$ cat src/rtl/alu_seq.sv
// Handshaked ALU with registered result/flags and optional iterative MUL/DIVU/REMU.
// Define ALU_MULDIV_EN to build the multi-cycle multiply/divide datapath.
module alu_seq #(
    parameter int WIDTH = 32
) (
    input  logic             clk,
    input  logic             rst_n,
    input  logic             in_valid,
    output logic             in_ready,
    input  logic [WIDTH-1:0] op_a,
    input  logic [WIDTH-1:0] op_b,
    input  logic [3:0]       opcode,
    output logic             out_valid,
    input  logic             out_ready,
    output logic [WIDTH-1:0] result,
    output logic             zero,
    output logic             negative,
    output logic             carry,
    output logic             overflow,
    output logic             illegal
);
    localparam int SHW = $clog2(WIDTH);

    typedef enum logic [1:0] {IDLE, BUSY, DONE} state_t;

    state_t           state, state_next;
    logic             accept, multi;
    logic [SHW-1:0]   sh;
    logic [WIDTH-1:0] alu_res;
    logic             alu_c, alu_v, alu_ill;

`ifdef ALU_MULDIV_EN
    logic [WIDTH-1:0] hi_q, lo_q, opnd_q, hi_n, lo_n, md_res;
    logic [WIDTH:0]   md_sum, md_rem;
    logic [SHW-1:0]   cnt_q;
    logic             mul_q, rem_q, md_c;
`endif

    assign sh        = op_b[SHW-1:0];
    assign out_valid = (state == DONE);

    always_comb begin
        multi = 1'b0;
`ifdef ALU_MULDIV_EN
        multi = (opcode == 4'd9) || (opcode == 4'd10) || (opcode == 4'd11);
`endif
    end

    always_ff @(posedge clk or negedge rst_n) begin
        if (!rst_n) state <= IDLE;
        else        state <= state_next;
    end

    always_comb begin
        state_next = state;
        in_ready   = (state == IDLE) || (state == DONE && out_ready);
        accept     = in_valid && in_ready;
        case (state)
            IDLE: if (accept) state_next = multi ? BUSY : DONE;
            BUSY: begin
`ifdef ALU_MULDIV_EN
                if (cnt_q == '0) state_next = DONE;
`endif
            end
            DONE: begin
                if (accept)         state_next = multi ? BUSY : DONE;
                else if (out_ready) state_next = IDLE;
            end
            default: state_next = IDLE;
        endcase
    end

    // Shifts keep one extra bit beside the word so the last bit out lands in alu_c.
    always_comb begin
        alu_res = '0;
        alu_c   = 1'b0;
        alu_v   = 1'b0;
        alu_ill = 1'b0;
        case (opcode)
            4'd0: begin
                {alu_c, alu_res} = {1'b0, op_a} + {1'b0, op_b};
                alu_v = (op_a[WIDTH-1] == op_b[WIDTH-1]) && (alu_res[WIDTH-1] != op_a[WIDTH-1]);
            end
            4'd1: begin
                alu_res = op_a - op_b;
                alu_c   = op_a < op_b;
                alu_v   = (op_a[WIDTH-1] != op_b[WIDTH-1]) && (alu_res[WIDTH-1] != op_a[WIDTH-1]);
            end
            4'd2: alu_res = op_a & op_b;
            4'd3: alu_res = op_a | op_b;
            4'd4: alu_res = op_a ^ op_b;
            4'd5: alu_res = ~op_a;
            4'd6: {alu_c, alu_res} = {1'b0, op_a} << sh;
            4'd7: {alu_res, alu_c} = {op_a, 1'b0} >> sh;
            4'd8: {alu_res, alu_c} = $signed({op_a, 1'b0}) >>> sh;
            default: alu_ill = 1'b1;
        endcase
    end

`ifdef ALU_MULDIV_EN
    // One shift-add or restoring-division step; divide by zero naturally yields all-ones / op_a.
    always_comb begin
        md_sum = {1'b0, hi_q} + (lo_q[0] ? {1'b0, opnd_q} : '0);
        md_rem = {hi_q, lo_q[WIDTH-1]};
        if (mul_q) begin
            hi_n = md_sum[WIDTH:1];
            lo_n = {md_sum[0], lo_q[WIDTH-1:1]};
        end else if (md_rem >= {1'b0, opnd_q}) begin
            hi_n = WIDTH'(md_rem - {1'b0, opnd_q});
            lo_n = {lo_q[WIDTH-2:0], 1'b1};
        end else begin
            hi_n = md_rem[WIDTH-1:0];
            lo_n = {lo_q[WIDTH-2:0], 1'b0};
        end
        md_res = (mul_q || !rem_q) ? lo_n : hi_n;
        md_c   = mul_q ? (hi_n != '0) : (opnd_q == '0);
    end
`endif

    always_ff @(posedge clk or negedge rst_n) begin
        if (!rst_n) begin
            result   <= '0;
            zero     <= 1'b0;
            negative <= 1'b0;
            carry    <= 1'b0;
            overflow <= 1'b0;
            illegal  <= 1'b0;
`ifdef ALU_MULDIV_EN
            hi_q   <= '0;
            lo_q   <= '0;
            opnd_q <= '0;
            cnt_q  <= '0;
            mul_q  <= 1'b0;
            rem_q  <= 1'b0;
`endif
        end else begin
            if (accept && !multi) begin
                result   <= alu_res;
                zero     <= (alu_res == '0);
                negative <= alu_res[WIDTH-1];
                carry    <= alu_c;
                overflow <= alu_v;
                illegal  <= alu_ill;
            end
`ifdef ALU_MULDIV_EN
            if (accept && multi) begin
                hi_q   <= '0;
                lo_q   <= op_a;
                opnd_q <= op_b;
                cnt_q  <= SHW'(WIDTH - 1);
                mul_q  <= (opcode == 4'd9);
                rem_q  <= (opcode == 4'd11);
            end else if (state == BUSY) begin
                hi_q <= hi_n;
                lo_q <= lo_n;
                if (cnt_q == '0) begin
                    result   <= md_res;
                    zero     <= (md_res == '0);
                    negative <= md_res[WIDTH-1];
                    carry    <= md_c;
                    overflow <= 1'b0;
                    illegal  <= 1'b0;
                end else begin
                    cnt_q <= cnt_q - 1'b1;
                end
            end
`endif
        end
    end
endmodule

$ cat config.mk
export PLATFORM = sky130hd
export DESIGN_NAME = alu_seq
export DESIGN_NICKNAME = d
export VERILOG_FILES = /design/src/rtl/alu_seq.sv
export SDC_FILE = /design/constraint.sdc
export NUM_CORES = 1
export LEC_CHECK = 0
export BUFFER_PORTS_ARGS = -buffer_cell sky130_fd_sc_hd__buf_4
export CORE_MARGIN = 10
export CORE_UTILIZATION = 40
export DETAILED_ROUTE_END_ITERATION = 6
export SLEW_MARGIN = 20
export SYNTH_ARGS = -nofsm -noshare
export SYNTH_HDL_FRONTEND = slang
export SYNTH_SLANG_ARGS = --single-unit
$ cat constraint.sdc
create_clock -name clk -period 4.6 [get_ports clk]
set_clock_uncertainty 0.2 [all_clocks]
set_input_delay 0.23 -clock clk [delete_from_list [all_inputs] [get_ports clk]]
set_output_delay 0.23 -clock clk [all_outputs]
set_load 0.05 [all_outputs]
### Word-level counts from Yosys, hierarchy flattened

Index checks and enable logic that the tools add are counted.

| cells by class | value |
|---|---|
| $add $sub $neg | 2 |
| order comparisons | 1 |
| equality and inequality tests | 16 |
| shift operators | 3 |
| muxes and demuxes | 8 |
| bitwise logic cells | 5 |
| reductions and logical operators | 10 |

Operator list:

| cell | number |
|---|---|
| case mux 32 bit (9 select lines) | 1 |
| adder 32 x 32 -> 33 bit | 1 |
| left shift 32 x 5 -> 33 bit | 1 |
| >> shifter 33 x 5 -> 33 bit | 1 |
| >>> shifter 33 x 5 -> 33 bit | 1 |
| AND 32 bit | 1 |
| zero test 32 bit | 1 |
| less-than comparator 32 bit | 1 |
| NOT 32 bit | 1 |
| OR 32 bit | 1 |
| subtractor 32 bit | 1 |
| bitwise XOR 32 bit | 1 |
| equality test 4 x 3 -> 1 bit (second input constant) | 4 |
| OR reduction 9 bit | 1 |
| equality test 4 x 2 -> 1 bit (second input constant) | 2 |
| 2-to-1 mux 2 bit | 3 |
| case mux 2 bit (3 select lines) | 1 |
| case mux 1 bit (5 select lines) | 1 |
| equality test 4 x 1 -> 1 bit (second input constant) | 1 |
| equality test 4 bit (second input constant) | 1 |
| logical AND 1 bit | 4 |
| zero test 4 bit | 1 |
| != test 1 bit | 3 |
| != test 3 x 1 -> 1 bit (second input constant) | 1 |
| 10 further kinds | 10 |

| storage, ports and cells | value |
|---|---|
| register bits | 39 |
| output and inout bits | 39 |
| logic and storage cells | 52 |

### Depth between registers and ports, before layout

Gate-level depths: netlist (run 1).

| logic depth | value |
|---|---|
| depth after elaboration | 6 |
| depth in mapped cells | 18 |

### Worst setup path before layout (run 1)

OpenSTA, ideal clock, no wires.

| path | value |
|---|---|
| path kind | input to register |
| from | input port op_b[2] |
| to | register zero |
| library setup time | 0.066 ns |
| arrival | 4.513 ns |
| data required time | 4.334 ns |
| path slack | -0.179 ns |
| cell stages on the path | 17 |
| cells stage by stage | inv_1 -> buf_2 -> clkbuf_1 -> clkbuf_1 -> buf_1 -> ha_1 -> clkbuf_1 -> or4_4 -> a211oi_2 -> nor3_2 -> mux2i_1 -> or4_1 -> or3b_1 -> nor4_1 -> nand4_1 -> nor3_1 -> a41o_1 |

| between the ends | value |
|---|---|
| longest elaborated chain between the ends | 3 |

Ends and longest elaborated chain:

| item | line | source |
|---|---|---|
| start, declared | 11 | `input logic [WIDTH-1:0] op_b,` |
| subtractor 32 bit, or another cell as far along | 85 | `alu_res = op_a - op_b;` |
| case mux 32 bit (9 select lines) * | 79 | `case (opcode)` |
| zero test 32 bit * | 139 | `zero <= (alu_res == '0);` |
| end signal, assigned | 139 |  |
| end, declared | 16 | `output logic zero,` |

Mark *: on every way between the ends. The rest lies on a longest branch, timed or not.
A chain may end at the register's enable or synchronous reset.

### Final worst setup path (run 1)

| path | value |
|---|---|
| from | input port op_b[0] |
| to | register zero |

The elaborated chain is that of the path after synthesis.

==> impl_metrics.json, run 1 <==
{
  "n_fill_cell": 3032,
  "cp.required_ns": 4.64,
  "vias_per_cell": 7.06,
  "worst_slack_ns": 0.187,
  "place_area_um2": 13400,
  "grt.overflow.total": 0,
  "yosysWarnings": 0,
  "leakagePower_nw": 5.75,
  "gp_congestion": 1.06,
  "multi_input_area_um2": 10000,
  "fin_area_um2": 13600,
  "power.density_nw_per_um2": 208,
  "utilization_pct": 45.7,
  "post_drt_wl_per_cell_um": 31.1,
  "antenna_found_initial": 0,
  "synth_top_area_share_pct": 10.7,
  "max_slew_margin_pct": 23.0,
  "crit_path_top_delay_cell": "a211oi_1",
  "most-common-layout-cells": "206 x buf_4, 142 x nand2_1, 138 x nor2_1, 120 x a21oi_1, 97 x ha_1",
  "cp-end-kind": "flip-flop",
  "ios": 111,
  "synth_compound_area_share_pct": 31.3,
  "worstMarginPinSlew_ns": 1.15,
  "cp.arrival_ns": 4.45,
  "drive_gt1_share_pct": 21.1,
  "violations": "DRC",
  "drtIter0Drc": 2139,
  "finalWirelength_um": 64400,
  "ys_types": 98,
  "grt_pass1_wl_um": 94900,
  "switching_share_pct": 53.0,
  "pre_cts_ws_ns": 0.0700,
  "io_buffer_count": 110,
  "rows": 63,
  "synth_top_family_by_area": "compound AO/OA/AOI/OAI gates",
  "synthXorXnorAreaFrac_pct": 0.727,
  "synth.avg_cell_area_um2": 7.44,
  "whs_ns": 0.0769,
  "syn_to_final_growth_pct": 12.8,
  "layout_commonest_cell": "buf_4",
  "irDropWorstVdd_mv": 0.121,
  "synth_edf_count": 0,
  "cts_inserted_buffers": 5,
  "p_seq_share_pct": 15.2,
  "ys_ff_latch": 37,
  "first_global_vias": 13800,
  "cap_violations": 0,
  "worstPathCellList": "buf_4 > buf_12 > mux4_2 > o211ai_1 > o311ai_1 > a21oi_1 > a32oi_1 > a211oi_1 > nand2_1 > nor4_1 > nand4_1 > nor3_1 > a41o_1",
  "dp_hpwl_um": 50600,
  "muxShareOfSynthArea_pct": 19.0,
  "syn_nets": 1791,
  "yosys.area_share.adder_pct": 10.4,
  "die_h_um": 194,
  "run_status": "complete, but fails checks",
  "grt_max_degree": 62,
  "path_class": "in -> reg",
  "vias": 14600,
  "cts.reportedPaths.clkPinSlew_ns": 0.06,
  "period_needed_ns": 4.41,
  "switchingPower_mw": 1.50,
  "dp_cells": 2060,
  "antenna_left": 0,
  "syn-instance-count": 1620,
  "fmax_mhz": 227,
  "cp-start-kind": "primary input",
  "h-tree-depth": 2,
  "cts.sinks": 37,
  "post_cts_buffers": 0,
  "fin_cells": 2071,
  "cp_slowest_stage_delay_ns": 0.77,
  "finalSetupViolations": 0,
  "yosysSeqAreaShare_pct": 7.69,
  "clock_path_buffers": 2,
  "synth_top_cell_by_area": "mux4_2",
  "die_x_um": 194,
  "finalPower_mw": 2.82,
  "fin_tns_setup_ns": 0,
  "slew_viol_final": 0,
  "design.die.area_um2": 37500,
  "comb_power_share_pct": 69.9,
  "clock_power_share_pct": 14.9,
  "timing.reg2reg.setup_slack_ns": 1.28,
  "start_util_pct": 40.5,
  "intPower_mw": 1.33,
  "synth_area_leaders": "mux4_2 11%, ha_1 10%, dfrtp_1 7.7%",
  "fin_nets": 1850,
  "core-area_um2": 29700,
  "synth-main-ff-cell": "dfrtp_1",
  "track_usage_pct": 32.5,
  "synth_area_um2": 12000,
  "ff_latch_area_um2": 926,
  "cts_tree": "done",
  "hold_viol": 0,
  "rsz0062_at_grt": "no",
  "drcViolationCount": 11,
  "layout_worst_path_cycle_share_pct": 95.9,
  "firstDrtPassIters": 7,
  "hp-class": "in -> reg",
  "async_flop_share_pct": 100,
  "clkLatencyLatePin_ns": 0.30,
  "cts-root-buf": "clkbuf_16",
  "yosys.area_share.simple_pct": 21.7,
  "crit_fanout": 22
}
## metal layers
metal / vias to the layer above / track usage [%] / part of all wire, %
met5: - / 0 / 0
li1: 6290 / - / -
met2: 1073 / 48.1 / 42
met4: 0 / 11.8 / 4.1
met1: 7117 / 45.0 / 42
met3: 136 / 7.26 / 12
## power by group through the flow
stage	clock network, mW	logic [mW]	registers (mW)
floorplan	0	0.995	0.647
global placement	0	1.91	0.431
detailed placement	0	1.91	0.433
CTS	0.426	1.92	0.427
global route	0.438	2.07	0.438
finish	0.421	1.97	0.428
## sequential cells by signal (all words and copies together) (netlist names)
name and flops:
illegal 1, overflow 1, result 32, zero 1, state 1, carry 1
## cell usage after synthesis (all sizes together) (11+ instances only)
cell       n
nand2    143
nor2     138
a21oi    120
o21ai     98
ha        97
clkbuf    92
inv       90
buf       67
mux4      58
mux2i     55
nor3      50
mux2      38
dfrtp     37
a211oi    35
nand3     35
o22ai     34
o211ai    32
a31oi     26
nor2b     25
o31ai     18
nand2b    17
nor4      16
a211o     15
a21o      15
a221oi    15
o221ai    15
nand4     14
o2111ai   12
o21bai    12
or3       12
and2      11
or4       11
## layout make-up
| cell class | instances | share of cell area, % |
|---|---|---|
| antenna | 1 | 0.0184 |
| sequential | 37 | 6.81 |
| clock inverter | 3 | 0.341 |
| timing repair buffer | 211 | 12.0 |
| inverter | 90 | 2.49 |
| multi-input combinational | 1334 | 73.9 |
| tap | 390 | 3.59 |
| clock buffer | 5 | 0.920 |
## final timing paths
path / startpoint / to / cells past startpoint
min in group asynchronous: rst_n / result[31]$_DFFE_PN0P_ / 2
max reg2reg: state[1]$_DFFE_PN0P_ / zero$_DFFE_PN0P_ / 11
min reg2reg: result[3]$_DFFE_PN0P_ / result[3]$_DFFE_PN0P_ / 1
max: op_b[0] / zero$_DFFE_PN0P_ / 13
max in group asynchronous: rst_n / result[18]$_DFFE_PN0P_ / 2
min: out_ready / state[1]$_DFFE_PN0P_ / 3
## worst max-delay path, delay by kind of cell
| kind | cells | cell delay [ns] |
|---|---|---|
| compound gates | 6 | 2.00 |
| simple gates | 4 | 1.15 |
| mux | 1 | 0.57 |
| buf+inv | 2 | 0.47 |
## repair_timing
item,4_1_cts,5_1_grt
gates resized for setup,0,0
hold buffers,2,0
endpoints found under the hold margin,39,0
## cell families after synthesis
kind of cell / after synthesis
DFF: 37
xor gates and xnor gates: 10
AOI/OAI and AO/OA: 551
muxes: 151
buffers and inverters: 249
adders and majority gates: 99
and+or+nand+nor: 523
Note: power is estimated with default switching activity, not from simulation.
==> run 2: changes to the inputs <==
--- a/config.mk
+++ b/config.mk
@@ -6,6 +6,7 @@
 export NUM_CORES = 1
 export LEC_CHECK = 0
 export BUFFER_PORTS_ARGS = -buffer_cell sky130_fd_sc_hd__buf_4
+export CORE_ASPECT_RATIO = 1.2
 export CORE_MARGIN = 10
 export CORE_UTILIZATION = 40
 export DETAILED_ROUTE_END_ITERATION = 6
==> impl_metrics.json, run 2 (synthesized netlist as in run 1, its figures left out) <==
{
  "io_buffer_count": 110,
  "clock_path_buffers": 2,
  "drcViolationCount": 2,
  "fin_cells": 2063,
  "antenna_left": 0,
  "cp-end-kind": "flip-flop",
  "run_status": "complete, but fails checks",
  "first_global_vias": 13600,
  "fin_tns_setup_ns": 0,
  "p_seq_share_pct": 15.4,
  "cp.arrival_ns": 4.29,
  "worstMarginPinSlew_ns": 1.04,
  "dp_cells": 2053,
  "fin_nets": 1843,
  "vias": 14500,
  "crit_fanout": 15,
  "holdBufCountCts": 2,
  "grt.overflow.total": 0,
  "clkLatencyLatePin_ns": 0.29,
  "drtIter0Drc": 1845,
  "track_usage_pct": 32.2,
  "firstDrtPassIters": 7,
  "antenna_found_initial": 2,
  "clock_power_share_pct": 12.7,
  "irDropWorstVdd_mv": 0.320,
  "vias_per_cell": 7.02,
  "whs_ns": 0.124,
  "cp.required_ns": 4.62,
  "start_util_pct": 40.6,
  "die_x_um": 178,
  "crit_path_top_delay_cell": "or4_1",
  "finalWirelength_um": 62700,
  "period_needed_ns": 4.27,
  "violations": "DRC",
  "switching_share_pct": 53.5,
  "cts_tree": "done",
  "die_h_um": 210,
  "h-tree-depth": 2,
  "comb_power_share_pct": 71.8,
  "cts.sinks": 37,
  "hold_viol": 0,
  "cp-start-kind": "primary input",
  "power.density_nw_per_um2": 202,
  "worst-path-buf-inv": 3,
  "core-area_um2": 29700,
  "rsz0062_at_grt": "no",
  "cts-root-buf": "clkbuf_16",
  "fmax_mhz": 234,
  "cts_inserted_buffers": 5,
  "hp-class": "in -> reg",
  "grt_pass1_wl_um": 92000,
  "ios": 111,
  "ctsResizeCount": 0,
  "gp_congestion": 1.07,
  "path_class": "in -> reg",
  "dp_hpwl_um": 48600,
  "most-common-layout-cells": "197 x buf_4, 142 x nand2_1, 138 x nor2_1, 120 x a21oi_1, 97 x ha_1",
  "cp_slowest_stage_delay_ns": 0.56,
  "syn_to_final_growth_pct": 12.4,
  "worstPathCellList": "buf_4 > inv_1 > ha_1 > nor4_1 > nand2_1 > nor3_1 > nor3_2 > mux2i_1 > or4_1 > or3b_1 > nor4_1 > buf_4 > nand4_1 > nor3_1 > a41o_1",
  "largest_register": "result",
  "timing.reg2reg.setup_slack_ns": 1.46,
  "switchingPower_mw": 1.47,
  "post_cts_buffers": 0,
  "antenna_cells": 0,
  "design.die.area_um2": 37500,
  "layout_commonest_cell": "buf_4",
  "cap_violations": 0,
  "post_drt_wl_per_cell_um": 30.4,
  "max_slew_margin_pct": 30.3,
  "cts.reportedPaths.clkPinSlew_ns": 0.06,
  "finalSetupViolations": 0,
  "leakagePower_nw": 5.72,
  "intPower_mw": 1.27,
  "largest_reg_flops": 32,
  "rows": 69,
  "layout_worst_path_cycle_share_pct": 92.8,
  "drive_gt1_share_pct": 20.8,
  "slew_viol_final": 0,
  "grt_max_degree": 85,
  "crit_family": "simple AND/OR/NAND/NOR gates"
}
-- run 2: power groups by stage --
stage / Sequential, mW / Combinational (mW) / Clock, mW
global route: 0.429 / 2.06 / 0.372
global placement: 0.428 / 1.91 / 0
floorplan: 0.647 / 0.995 / 0
finish: 0.423 / 1.97 / 0.349
CTS: 0.424 / 1.92 / 0.354
detailed placement: 0.429 / 1.91 / 0
-- run 2: per-layer routing --
metal	up-vias	GRT usage, %	part of all wire (%)	routed length [um]
met4	4	18.8	7.2	4500
met5	-	0	0.041	26
met3	241	6.06	10	6500
met1	6934	40.5	37	23300
met2	1027	50.4	45	28400
li1	6266	-	-	-
-- run 2: area by class of cell --
cell class,count,area (um^2)
clock inverter,3,21.3
tap,390,488
clock buffer,5,125
timing repair buffer,204,1600
fill,3098,16200
multi-input combinational,1334,10000
inverter,90,338
sequential,37,926
-- run 2: stage by stage --
stage | setup slack, ns | total power, mW | util, % | cell area, um^2
3_3_place_gp | 0.116 | 2.34 | 45.0 | 13400
4_1_cts | 0.468 | 2.69 | 45.6 | 13500
2_1_floorplan | 0.0586 | 1.64 | - | 12100
6_report | 0.333 | 2.74 | 45.6 | 13500
5_1_grt | 0.0863 | 2.87 | 45.6 | 13500
3_5_place_dp | 0.184 | 2.34 | 45.0 | 13400
-- run 2: worst paths after layout --
| check | start | to | depth (start not counted) |
|---|---|---|---|
| worst max-delay path | op_a[11] | zero$_DFFE_PN0P_ | 15 |
| worst min-delay path | out_ready | state[1]$_DFFE_PN0P_ | 3 |
| worst max register to register | state[1]$_DFFE_PN0P_ | zero$_DFFE_PN0P_ | 12 |
| worst min register to register | result[11]$_DFFE_PN0P_ | result[11]$_DFFE_PN0P_ | 2 |
| max in group asynchronous | rst_n | result[19]$_DFFE_PN0P_ | 2 |
| min in group asynchronous | rst_n | state[1]$_DFFE_PN0P_ | 2 |
-- run 2: worst min-delay path, delay by kind of cell --
| family | cells | cell delay, ns |
|---|---|---|
| buffers and inverters | 1 | 0.07 |
| AND/OR/NAND/NOR | 2 | 0.27 |
